[src/rtl/time_tmr_replay_buffer_pkg.sv]
// Shared definitions for the time-redundant replay buffer and the end stage
// that feeds retirement reports back to it.
package time_tmr_replay_buffer_pkg;

  localparam int unsigned MaxIdSize = 16;

  typedef struct packed {
    logic                 valid;
    logic [MaxIdSize-1:0] id;
    logic                 fault;
  } retire_rpt_t;

  function automatic logic rpt_matches(retire_rpt_t rpt, logic [MaxIdSize-1:0] slot);
    return rpt.valid && (rpt.id == slot);
  endfunction

endpackage

[src/rtl/time_tmr_replay_ptr.sv]
// Wrap-bit pointer: MSB distinguishes full from empty, load overrides increment.
module time_tmr_replay_ptr #(
  parameter int unsigned Width = 4
) (
  input  logic             clk,
  input  logic             rst,
  input  logic             inc,
  input  logic             load,
  input  logic [Width-1:0] load_val,
  output logic [Width-1:0] value
);

  // NOTE: sequential state uses non-blocking assignments so every flop samples pre-edge values.
  always_ff @(posedge clk or posedge rst) begin
    if (rst) begin
      value <= '0;
    end else if (load) begin
      value <= load_val;
    end else if (inc) begin
      value <= value + Width'(1);
    end
  end

endmodule

[src/rtl/time_tmr_replay_buffer.sv]
// Circular replay buffer: holds accepted items until retired and rewinds the
// issue pointer on an uncorrectable fault for in-order, at-least-once delivery.
module time_tmr_replay_buffer
  import time_tmr_replay_buffer_pkg::*;
#(
  parameter type         DataType   = logic,
  parameter int unsigned Depth      = 8,
  parameter int unsigned IDSize     = $clog2(Depth),
  parameter int unsigned MaxReplays = 3
) (
  input  logic              clk_i,
  input  logic              rst_i,
  input  DataType           data_i,
  input  logic              valid_i,
  output logic              ready_o,
  output DataType           data_o,
  output logic [IDSize-1:0] id_o,
  output logic              valid_o,
  input  logic              ready_i,
  input  logic              retire_valid_i,
  input  logic [IDSize-1:0] retire_id_i,
  input  logic              retire_fault_i,
  output logic              flush_o,
  output logic              unrecoverable_o,
  output logic              seq_error_o
);

  localparam int unsigned PtrW = IDSize + 1;
  localparam int unsigned FcW  = (MaxReplays > 1) ? $clog2(MaxReplays) : 1;

  logic [PtrW-1:0] wr_ptr, iss_ptr, ret_ptr;
  logic [FcW-1:0]  fault_cnt;
  logic            flush_q, unrec_q, seq_err_q;
  DataType         mem [Depth];

  logic full, pending, inflight, accept, issue;
  logic ret_ok, ret_advance, rewind, force_retire, seq_err;
  retire_rpt_t rpt;

  assign full     = (wr_ptr - ret_ptr) == PtrW'(Depth);
  assign pending  = iss_ptr != wr_ptr;
  assign inflight = iss_ptr != ret_ptr;

  assign ready_o = ~full;
  assign valid_o = pending & ~flush_q;
  assign data_o  = mem[iss_ptr[IDSize-1:0]];
  assign id_o    = iss_ptr[IDSize-1:0];

  assign accept = valid_i & ready_o;
  assign issue  = valid_o & ready_i;

  assign rpt = '{valid: retire_valid_i, id: MaxIdSize'(retire_id_i), fault: retire_fault_i};

  // NOTE: every always_comb output gets a default first, so no path can infer a latch.
  always_comb begin
    ret_ok       = 1'b0;
    rewind       = 1'b0;
    force_retire = 1'b0;
    ret_advance  = 1'b0;
    seq_err      = 1'b0;
    if (rpt_matches(rpt, MaxIdSize'(ret_ptr[IDSize-1:0])) && inflight && !flush_q) begin
      ret_ok = 1'b1;
    end
    if (ret_ok) begin
      if (rpt.fault && fault_cnt != FcW'(MaxReplays - 1)) begin
        rewind = 1'b1;
      end else begin
        force_retire = rpt.fault;
        ret_advance  = 1'b1;
      end
    end else begin
      seq_err = rpt.valid;
    end
  end

  time_tmr_replay_ptr #(.Width(PtrW)) u_wr_ptr (
    .clk(clk_i), .rst(rst_i), .inc(accept), .load(1'b0), .load_val('0), .value(wr_ptr)
  );

  // A rewind outranks a same-cycle issue; the issued item simply gets replayed.
  time_tmr_replay_ptr #(.Width(PtrW)) u_iss_ptr (
    .clk(clk_i), .rst(rst_i), .inc(issue), .load(rewind), .load_val(ret_ptr), .value(iss_ptr)
  );

  time_tmr_replay_ptr #(.Width(PtrW)) u_ret_ptr (
    .clk(clk_i), .rst(rst_i), .inc(ret_advance), .load(1'b0), .load_val('0), .value(ret_ptr)
  );

  // NOTE: payload storage has no reset; only the pointers decide which slots are meaningful.
  always_ff @(posedge clk_i) begin
    if (accept) begin
      mem[wr_ptr[IDSize-1:0]] <= data_i;
    end
  end

  always_ff @(posedge clk_i or posedge rst_i) begin
    if (rst_i) begin
      fault_cnt <= '0;
      flush_q   <= 1'b0;
      unrec_q   <= 1'b0;
      seq_err_q <= 1'b0;
    end else begin
      flush_q   <= rewind;
      unrec_q   <= force_retire;
      seq_err_q <= seq_err;
      if (ret_advance) begin
        fault_cnt <= '0;
      end else if (rewind) begin
        fault_cnt <= fault_cnt + FcW'(1);
      end
    end
  end

  assign flush_o         = flush_q;
  assign unrecoverable_o = unrec_q;
  assign seq_error_o     = seq_err_q;

endmodule

[config.mk]
export PLATFORM = sky130hd
export DESIGN_NAME = time_tmr_replay_buffer
export DESIGN_NICKNAME = d
export VERILOG_FILES = /design/src/rtl/time_tmr_replay_buffer_pkg.sv /design/src/rtl/time_tmr_replay_ptr.sv /design/src/rtl/time_tmr_replay_buffer.sv
export SDC_FILE = /design/constraint.sdc
export NUM_CORES = 1
export LEC_CHECK = 0
export ABC_AREA = 1
export CORE_ASPECT_RATIO = 1.2
export CORE_UTILIZATION = 45
export CTS_BUF_LIST = sky130_fd_sc_hd__clkbuf_16
export CTS_CLUSTER_SIZE = 30
export DETAILED_ROUTE_END_ITERATION = 7
export PLACE_DENSITY = 0.73
export RECOVER_POWER = 50
export SLEW_MARGIN = 20
export SYNTH_ARGS = -nofsm -noshare
export SYNTH_HDL_FRONTEND = slang
export SYNTH_SLANG_ARGS = --single-unit
[constraint.sdc]
create_clock -name clk_i -period 2.2 [get_ports clk_i]
set_clock_uncertainty 0.1 [all_clocks]
set_input_delay 0.22 -clock clk_i [delete_from_list [all_inputs] [get_ports clk_i]]
set_output_delay 0.22 -clock clk_i [all_outputs]
set_load 0.01 [all_outputs]
==> flow_metrics.py, run 1 <==
metrics = {
    "final_layout": {
        "layout-drive-gt1-share": 0.158,
        "multi_input_area_um2": 861,
        "finish.utilization": 0.556,
        "num_antenna_cells": 0,
        "finalNonFillerCells": 273,
        "area_growth_syn_to_layout_pct": 18.5,
        "seq_area_um2": 669,
        "fin_nets": 252,
        "n_fill_cell": 333,
    },
    "floorplanning": {
        "die_h_um": 69.2,
        "start_util": 0.469,
        "die-area_mm2": 0.00401,
        "die_w_um": 58.0,
        "pin_count": 19,
        "core_area_mm2": 0.00360,
        "rows": 24,
    },
    "routing": {
        "first_pass_iters": 8,
        "routed_wl_um": 3420,
        "vias_per_cell": 5.10,
        "ant_nets": 0,
        "wl_per_cell_um": 12.5,
        "route.vias.total": 1391,
        "drc": 2,
        "drtIter0Drc": 52,
    },
    "power_and_ir_drop": {
        "powerDensity_mw_per_mm2": 1360,
        "static-leakage-power_nw": 1.00,
        "ir_worst_vdd_uv": 579,
        "power_mw": 2.72,
    },
    "setup_path": {
        "crit_fanout": 7,
        "crit_arrival_ns": 1.73,
        "required_ns": 1.88,
        "cp-start-kind": "flip-flop",
        "end_kind": "output port",
        "worstSetupPathType": "reg2out",
    },
    "cts": {
        "clock-root-buffer": "clkbuf_16",
        "clk-insertion-delay-late_ns": 0.26,
        "cts.sinks": 25,
        "postCtsHoldBufs": 0,
        "cts-htree-levels": 1,
        "ctsLongestPathBuffers": 2,
        "clk_pin_slew_ns": 0.07,
        "post_cts_buffers": 0,
        "cts_resized": 2,
        "cts_inserted_buffers": 3,
        "cts_tree": "built",
    },
    "outcome": {
        "status": "complete, but fails checks",
        "violations": "DRC",
    },
    "grt": {
        "antenna_found_initial": 0,
        "groute.usage.overall": 0.187,
        "grt-ovfl-total": 0,
        "grt_max_degree": 18,
        "grt_pass1_wl_um": 5760,
        "grt_pass1_vias": 1329,
    },
    "synth": {
        "netlist_instances": 212,
        "synth_most_common_cell": "nand2_1",
        "ys_seq_area_frac": 0.393,
        "yosysWarnings": 0,
        "ys_seq_elements": 25,
        "synth.area.top_cells": "dfrtp_1 (25%), nand2_1 (16%), edfxtp_1 (14%)",
        "syn_area_mm2": 0.00169,
        "yosysTopAreaCell": "dfrtp_1",
        "avgSynthCellArea_um2": 7.98,
        "syn_nets": 229,
        "synth_top_area_share": 0.251,
        "async_flop_share": 0.680,
        "synth_edf_count": 8,
        "synth_ff_type": "dfrtp_1",
        "synth_cell_type_count": 24,
        "synth_common_cells": "nand2_1 (73), nand3_1 (21), inv_1 (20)",
    },
    "sta": {
        "hold_ws_ns": 0.391,
        "period_needed_ns": 2.05,
        "max_slew_margin": 0.547,
        "fin_tns_setup_ns": 0,
        "hold_viol_final": 0,
        "setup_viol": 0,
        "drv_slew": 0,
        "tightest_slew_ns": 0.679,
        "fin_crit_sh": 0.933,
        "max_clock_freq_mhz": 487,
        "rsz0062_at_grt": "false",
    },
    "placement": {
        "dp_hpwl_um": 2530,
        "place.gp.congestion": 0.787,
        "dp.cells": 269,
        "numPortBuffers": 18,
    },
    "hold_path": {
        "holdCritPathClass": "in2async",
    },
    "job": {
        "maxCapViolCount": 0,
    },
}
==> cell families (layout without fill, tap and decap cells) <==
| group | count (synthesis) | in the layout | synth area share |
|---|---|---|---|
| and+or+nand+nor | 126 | 126 | 0.382 |
| buffers and inverters | 35 | 57 | 0.0932 |
| DFF | 25 | 25 | 0.393 |
| AOI/OAI and AO/OA | 11 | 11 | 0.0385 |
| xor gates and xnor gates | 8 | 8 | 0.0414 |
| adders and majority gates | 7 | 7 | 0.0518 |
==> where the power goes <==
| group | switching [mW] | internal [mW] | total [mW] |
|---|---|---|---|
| Combinational | 0.886 | 0.636 | 1.52 |
| Sequential | 0.151 | 0.631 | 0.782 |
| Clock | 0.171 | 0.247 | 0.418 |
==> routing by layer <==
layer | vias to the layer above | wire length (um) | GRT usage | part of all wire
li1 | 705 | - | - | -
met1 | 657 | 1450 | 0.214 | 0.42
met2 | 25 | 1840 | 0.340 | 0.54
met3 | 4 | 92 | 0.0300 | 0.027
met4 | 0 | 37 | 0.0688 | 0.011
met5 | - | 0 | 0 | 0
==> final cells by class <==
class,count,share of cell area
Timing Repair Buffer,26,0.120
Inverter,27,0.0506
Clock inverter,1,0.00375
Tap cell,39,0.0243
Clock buffer,3,0.0375
Sequential cell,25,0.334
Multi-Input combinational cell,152,0.429
==> sequential cells by signal, indices dropped and copies added, names as in the netlist <==
register	cells
mem	8
u_wr_ptr.value	4
u_ret_ptr.value	4
fault_cnt	2
unrecoverable_o	1
u_iss_ptr.value	4
seq_error_o	1
flush_o	1
==> path summary, 6_finish.rpt <==
kind / start / endpoint / slack (ns) / depth (start not counted)
max in group asynchronous: rst_i / u_iss_ptr.value[2]$_DFFE_PP0P_ / 1.14 / 2
min in group clk_i: fault_cnt[0]$_DFFE_PP0P_ / fault_cnt[0]$_DFFE_PP0P_ / 0.39 / 1
hold / removal: rst_i / seq_error_o$_DFF_PP0_ / 0.39 / 2
setup reg to reg: u_ret_ptr.value[1]$_DFFE_PP0P_ / mem[3]$_DFFE_PP_ / 0.28 / 12
hold reg to reg: fault_cnt[0]$_DFFE_PP0P_ / fault_cnt[0]$_DFFE_PP0P_ / 0.39 / 1
setup / recovery: u_iss_ptr.value[0]$_DFFE_PP0P_ / data_o / 0.15 / 6
==> through the flow <==
| step | instance area [um2] | setup slack [ns] |
|---|---|---|
| 4_1_cts | 2010 | 0.0443 |
| 3_5_place_dp | 1920 | 0.232 |
| 5_1_grt | 2000 | 0.0328 |
| 2_1_floorplan | 1690 | 0.257 |
| 3_3_place_gp | 1920 | 0.241 |
| 6_report | 2000 | 0.147 |
==> cells in the final DEF (no fill, tap or decap), drive strengths merged <==
cell type      instances
dlygate4sd3            3
dlymetal6s2s           1
dlygate4sd2            1
nand4                  1
o21ai                  8
clkbuf                 3
ha                     7
o22ai                  2
xor2                   7
edfxtp                 8
a21oi                  1
clkinvlp               1
xnor2                  1
clkdlybuf4s50         13
buf                    8
inv                   27
nand2                 78
nor2                  23
dfrtp                 17
nand3                 24
==> critical path, stage by stage, from the launching register on <==
cell,delay [ns]
dfrtp_2,0.46
inv_2,0.13
o21ai_0,0.10
o22ai_1,0.11
nand2_1,0.07
nand2_1,0.06
clkdlybuf4s50_1,0.53
Power figures use the tool's default switching activity.
==> inputs of run 2 (changes only) <==
- CTS_CLUSTER_DIAMETER: unset -> 60
==> results of run 2 <==
Same layout as run 1: the final DEF is identical, and so are final timing and power.
